==> config.mk <==
export PLATFORM = sky130hd
export DESIGN_NAME = shift_out_serializer_flat
export DESIGN_NICKNAME = d
export VERILOG_FILES = /design/src/rtl/shift_out_serializer_if.sv /design/src/rtl/shift_out_serializer.sv /design/src/flat_wrapper.sv
export SDC_FILE = /design/constraint.sdc
export NUM_CORES = 1
export LEC_CHECK = 0
export ABC_AREA = 1
export ABC_CLOCK_PERIOD_IN_PS = 3800
export BUFFER_PORTS_ARGS = -buffer_cell sky130_fd_sc_hd__buf_2
export CORE_ASPECT_RATIO = 1.25
export CORE_MARGIN = 2
export CORE_UTILIZATION = 55
export DETAILED_ROUTE_END_ITERATION = 8
export GPL_ROUTABILITY_DRIVEN = 0
export GPL_TIMING_DRIVEN = 0
export PLACE_DENSITY = 0.85
export SLEW_MARGIN = 5
export SYNTH_ARGS = -nofsm -noshare
export SYNTH_HDL_FRONTEND = slang
export SYNTH_SLANG_ARGS = --single-unit
==> constraint.sdc <==
create_clock -name clk -period 3.8 [get_ports clk]
set_input_delay 1.14 -clock clk [delete_from_list [all_inputs] [get_ports clk]]
set_output_delay 1.14 -clock clk [all_outputs]
set_load 0.1 [all_outputs]
==> src/rtl/shift_out_serializer_if.sv <==
// Bundle between the start button / pattern source and the serializer.
// slave: serializer side; master: pattern source / observer side.
interface shift_out_serializer_if #(
    parameter int WIDTH = 6
);
    logic             start_n;
    logic [WIDTH-1:0] par_data;
    logic             ser_n;
    logic             busy;
    logic             done;
    logic [WIDTH-1:0] led;

    modport slave (
        input  start_n,
        input  par_data,
        output ser_n,
        output busy,
        output done,
        output led
    );

    modport master (
        output start_n,
        output par_data,
        input  ser_n,
        input  busy,
        input  done,
        input  led
    );
endinterface

==> src/rtl/shift_out_serializer.sv <==
// Parallel-to-serial LED frame transmitter, MSB first, DIV+1 clks per bit.
// Ports: clk, reset (async, active-low), bus (slave): start_n, par_data in;
// ser_n, busy, done, led out. Optional macro: SERIALIZER_PARITY_EN adds
// one even-parity bit period after the data bits.
module shift_out_serializer #(
    parameter int DIV   = 27000000,
    parameter int WIDTH = 6
) (
    input logic                  clk,
    input logic                  reset,
    shift_out_serializer_if.slave bus
);
    localparam int          BW    = $clog2(WIDTH + 1) + 1;
    localparam logic [31:0] DIV_L = DIV[31:0];
`ifdef SERIALIZER_PARITY_EN
    localparam logic [BW-1:0] LAST = BW'(WIDTH);
`else
    localparam logic [BW-1:0] LAST = BW'(WIDTH - 1);
`endif

    typedef enum logic [1:0] {
        IDLE,
        SHIFT,
        DONE
    } state_t;

    state_t           state, state_nx;
    logic [31:0]      tick, tick_nx;
    logic [WIDTH-1:0] shreg, shreg_nx;
    logic [BW-1:0]    bitcnt, bitcnt_nx;
    logic             sync1, sync2, hist;
    logic             start_ev;
    logic             ser_n, busy, done;
`ifdef SERIALIZER_PARITY_EN
    logic             par, par_nx;
`endif

    // Button is asynchronous: two sync flops, then edge detect on history.
    always_ff @(posedge clk or negedge reset) begin
        if (!reset) begin
            sync1 <= 1'b1;
            sync2 <= 1'b1;
            hist  <= 1'b1;
        end else begin
            sync1 <= bus.start_n;
            sync2 <= sync1;
            hist  <= sync2;
        end
    end

    assign start_ev = ~sync2 & hist;

    always_ff @(posedge clk or negedge reset) begin
        if (!reset) begin
            state  <= IDLE;
            tick   <= '0;
            shreg  <= '0;
            bitcnt <= '0;
        end else begin
            state  <= state_nx;
            tick   <= tick_nx;
            shreg  <= shreg_nx;
            bitcnt <= bitcnt_nx;
        end
    end

`ifdef SERIALIZER_PARITY_EN
    always_ff @(posedge clk or negedge reset) begin
        if (!reset) par <= 1'b0;
        else        par <= par_nx;
    end
`endif

    always_comb begin
        state_nx  = state;
        tick_nx   = tick;
        shreg_nx  = shreg;
        bitcnt_nx = bitcnt;
        ser_n     = 1'b1;
        busy      = 1'b0;
        done      = 1'b0;
`ifdef SERIALIZER_PARITY_EN
        par_nx    = par;
`endif
        unique case (state)
            IDLE: begin
                if (start_ev) begin
                    shreg_nx  = bus.par_data;
                    tick_nx   = '0;
                    bitcnt_nx = '0;
                    state_nx  = SHIFT;
`ifdef SERIALIZER_PARITY_EN
                    par_nx    = ^bus.par_data;
`endif
                end
            end
            SHIFT: begin
                busy  = 1'b1;
                ser_n = ~shreg[WIDTH-1];
`ifdef SERIALIZER_PARITY_EN
                // Data has fully shifted out; shreg is zero here.
                if (bitcnt == BW'(WIDTH)) ser_n = ~par;
`endif
                tick_nx = tick + 32'd1;
                if (tick == DIV_L) begin
                    tick_nx   = '0;
                    shreg_nx  = {shreg[WIDTH-2:0], 1'b0};
                    bitcnt_nx = bitcnt + 1'b1;
                    if (bitcnt == LAST) state_nx = DONE;
                end
            end
            DONE: begin
                done     = 1'b1;
                state_nx = IDLE;
            end
            default: state_nx = IDLE;
        endcase
    end

    assign bus.ser_n = ser_n;
    assign bus.busy  = busy;
    assign bus.done  = done;
    assign bus.led   = ~shreg;
endmodule

==> src/flat_wrapper.sv <==
// flat-port wrapper written by rule: the top's interface ports become plain ports
module shift_out_serializer_flat 
#(
    parameter int DIV   = 27000000,
    parameter int WIDTH = 6
)
  (clk, reset, bus_start_n, bus_par_data, bus_ser_n, bus_busy, bus_done, bus_led);
  shift_out_serializer_if #(.WIDTH(WIDTH)) bus_i ();
  input logic clk;
  input logic reset;
  input wire logic [$bits(bus_i.start_n)-1:0] bus_start_n;
  input wire logic [$bits(bus_i.par_data)-1:0] bus_par_data;
  output wire logic [$bits(bus_i.ser_n)-1:0] bus_ser_n;
  output wire logic [$bits(bus_i.busy)-1:0] bus_busy;
  output wire logic [$bits(bus_i.done)-1:0] bus_done;
  output wire logic [$bits(bus_i.led)-1:0] bus_led;
  assign bus_i.start_n = bus_start_n;
  assign bus_i.par_data = bus_par_data;
  assign bus_ser_n = bus_i.ser_n;
  assign bus_busy = bus_i.busy;
  assign bus_done = bus_i.done;
  assign bus_led = bus_i.led;
  shift_out_serializer #(.DIV(DIV), .WIDTH(WIDTH)) u_core (.clk(clk), .reset(reset), .bus(bus_i));
endmodule
# After elaboration in Yosys (flattened, before gate mapping)
# Index checks and enable logic that the tools add are counted.
# totals
ff_bits	47
in_bits	9
output_inout_bits	9
# classes
addsub	2
eq_ne	7
n_mux	16
bitwise	4
n_reduce_logical	5
# op_table
op	count
$mux W32	2
$pmux W32 S2	1
$add A32 B1 Y32 const B	1
$eq A32 B25 Y1 const B	1
$mux W6	2
$pmux W6 S2	1
$mux W4	2
$pmux W4 S2	1
$mux W2	3
$ne A2 B1 Y1 const B	3
$not A6 Y6	1
$reduce_and A3 Y1	2
$add A4 B1 Y4 const B	1
$eq A4 B3 Y1 const B	1
$pmux W2 S2	1
$mux W1	3
$eq A2 B1 Y1 const B	1
$eq A2 B2 Y1 const B	1
$logic_not A2 Y1	1
$not A1 Y1	2
$reduce_and A2 Y1	1
$reduce_bool A2 Y1	1
$and A1 B1 Y1	1

# Longest topological paths before layout
# depth
word_depth	4
depth_mapped	12
depth_no_buf	11

# Least setup slack after synthesis
# No wires, ideal clock.
# synth_path
kind	register -> output
from	register u_core.state[1]
to	output port bus_ser_n
arrival_time_ns	2.756
required_ns	2.660
slack_ns	-0.096
path_stages_with_launch	6
n_path_buf	1
cell_sequence	dfrtp_1 > inv_1 > nand2_1 > inv_1 > clkbuf_1 > nand2_1
# synth_via
elab_chain_len	2
# synth_rtl
item	line	source
start, declared	shift_out_serializer.sv:27	state_t state, state_nx;
start signal, assigned	shift_out_serializer.sv:60	state <= state_nx;
$eq A2 B1 Y1	shift_out_serializer.sv:85	unique case (state)
$mux W1	shift_out_serializer.sv:85	
end, declared	flat_wrapper.sv:13	output wire logic [$bits(bus_i.ser_n)-1:0] bus_ser_n;
# No other way between the ends.

# Worst setup path after layout
# layout_path
from	register u_core.state[1]
to	output port bus_busy
# layout_via
elab_chain_len	2
# layout_rtl
item	line	source
$eq A2 B1 Y1	shift_out_serializer.sv:85	
$mux W1	shift_out_serializer.sv:85	
end, declared	flat_wrapper.sv:14	output wire logic [$bits(bus_i.busy)-1:0] bus_busy;
# No other way between the ends.

==> flow_summary.ini <==
[power]
ir_drop_uv = 569
cellLeakagePower_nw = 1.57
power_w = 0.00146
p_per_area_nw_per_um2 = 446

[sta]
drv_slew = 0
min_period_ns = 3.09
skew_ns = 0.00784
rsz0062_at_grt = false
hold_viol = 0
tightest_slew_ns = 1.05
fmax_mhz = 323
fin_setup_tns_ns = 0
slew_headroom_pct = 30.2
finalCritPeriodShare_pct = 81.4
finalSetupViolCount = 0
holdWs_ns = 0.359

[global_routing]
grt_max_degree = 48
grt_usage_pct = 28.1
antenna_found_initial = 0
grt_pass1_vias = 3034
grt_remaining_overflow = 0
grt_pass1_wl_mm = 13.5

[logic_synthesis]
synth_edf_count = 0
netlist_area_um2 = 3030
async_reset_ff_share_pct = 100
yosysSeqAreaShare_pct = 39.0
ys_types = 29
synth_ff_type = dfrtp_1
synth_fp_nets = 466
ys_ff_latch = 47
yosys_warnings = 0
synthCells = 453
synth.avg_cell_area_um2 = 6.68

[finish]
fin_nets = 490
drive_gt1_share_pct = 10.3
antenna_cells = 0
utilization_pct = 61.1
layout_commonest_cell = nand2_1
final_cell_mix = nand2_1 (157), nor2_1 (69), inv_1 (51), dfrtp_1 (44), nand3_1 (41)
area_growth_pct = 8.31

[placed_design]
io_buffers = 17
place_hpwl_mm = 5.83

[floorplanning]
rows = 30
fp.dieH_um = 86.9
dieArea_um2 = 6120
fp.coreArea_um2 = 5370
initial_utilization_pct = 56.4
pin_count = 18
die_w_um = 70.4

[critical_path]
crit_required_ns = 2.66
crit_fanout = 10
max_stage_delay_ns = 0.48
start_kind = flop
critical_path.endpoint_type = output port
worstPathArrival_ns = 1.95
path_class = reg2out
slowest_stage = buf_2
crit_top_cell = inv_1
cp_cell_sequence = inv_1 -> nand2_1 -> inv_1 -> clkbuf_2 -> buf_2

[routing]
drtIter0Drc = 213
vias = 3016
route.detailed.drc = 0
avgRoutedWirePerCell_um = 14.5
postRouteAntennaNets = 0
routed_wl_mm = 7.86
first_pass_iters = 5
avgViaCountPerCell = 5.56

[cts]
cts-resized-gates = 0
cts.clk_slew.worst_paths_ns = 0.09
hold_buffers = 0
cts_tree = yes
cts_buffer_depth = 2
cts_sinks = 47
cts_made_buffers = 5
clock-root-buffer = clkbuf_8
htreeDepth = 2
clk_latency_ns = 0.31
post-cts-setup-buffers = 0

[hold_path]
min_path_type = reg2reg

[job]
drv_cap = 0

[outcome]
status = finished clean
## layout make-up
cell class	count	area [µm²]
Inverter	52	195
Fill cell	483	2090
Multi-Input combinational cell	343	1580
Clock buffer	6	72.6
Buffer	11	71.3
Clock inverter	2	12.5
Timing Repair Buffer	17	85.1
Sequential cell	47	1180
Tap cell	64	80.1
## where the power goes
group | leakage [nW] | internal (W) | total [W] | switching [W]
registers | 0.628 | 0.000557 | 0.000595 | 0.0000384
logic | 0.897 | 0.000127 | 0.000555 | 0.000429
clock network | 0.0412 | 0.000129 | 0.000310 | 0.000181
## metrics by stage
step           cell area, µm²  std cells  setup WS [ns]
2_1_floorplan            3030        453          0.614
3_3_place_gp             3190        534           1.07
3_5_place_dp             3190        534           1.05
4_1_cts                  3280        542          0.702
5_1_grt                  3280        542          0.571
6_report                 3280        542          0.708
## final timing paths
path,to,cells past startpoint,start,slack [ns]
worst min register to register,u_core.sync2,0,u_core.sync1,0.36
min in group asynchronous,u_core.tick[26],1,reset,1.00
worst min-delay path,u_core.sync2,0,u_core.sync1,0.36
worst max register to register,u_core.tick[16],7,u_core.tick[0],1.83
worst max-delay path,bus_busy,5,u_core.state[1],0.71
max in group asynchronous,u_core.state[0],1,reset,2.14
## per-layer routing
layer  track usage (%)  up-vias  wire (µm)
met3              5.56       32        564
li1                  -     1464          -
met5                 0        -          0
met1              31.4     1389       3010
met2              50.2      131       3950
met4              15.0        0        342
## Yosys cell counts, types with 2 or more instances
cell type	instances	area share, %
nand4_1	12	2.5
buf_6	2	0.74
nand2_1	157	19
nand2_2	3	0.62
buf_2	2	0.33
dfstp_2	3	2.6
nor2_2	3	0.62
dfrtp_1	44	36
xor2_1	10	2.9
nand2_4	3	1.1
ha_1	4	1.7
o22ai_1	4	0.83
nor3_1	4	0.66
clkbuf_1	4	0.50
nor2_1	69	8.6
buf_4	3	0.74
inv_1	51	6.3
o21ai_0	24	4.0
nand3_1	41	6.8
## worst max-delay path: cells and delay by family, from the launching register on
family	cells	cell delay (ns)
buffers and inverters	4	1.16
DFF	1	0.39
and+or+nand+nor	1	0.09
## cells by family (layout without fill, tap and decap cells)
kind of cell	Yosys count	in the layout	synth area share (%)
xor+xnor	11	11	3.18
buf+inv	63	88	8.76
fa+ha+maj	4	4	1.65
simple gates	295	295	41.1
flops	47	47	39.0
compound gates	33	33	6.28
## flip-flops by register name (all words and copies together), names as in the netlist
signal         count
u_core.sync2       1
u_core.hist        1
u_core.bitcnt      4
u_core.state       2
u_core.shreg       6
u_core.sync1       1
u_core.tick       32
Power figures use the tool's default switching activity.
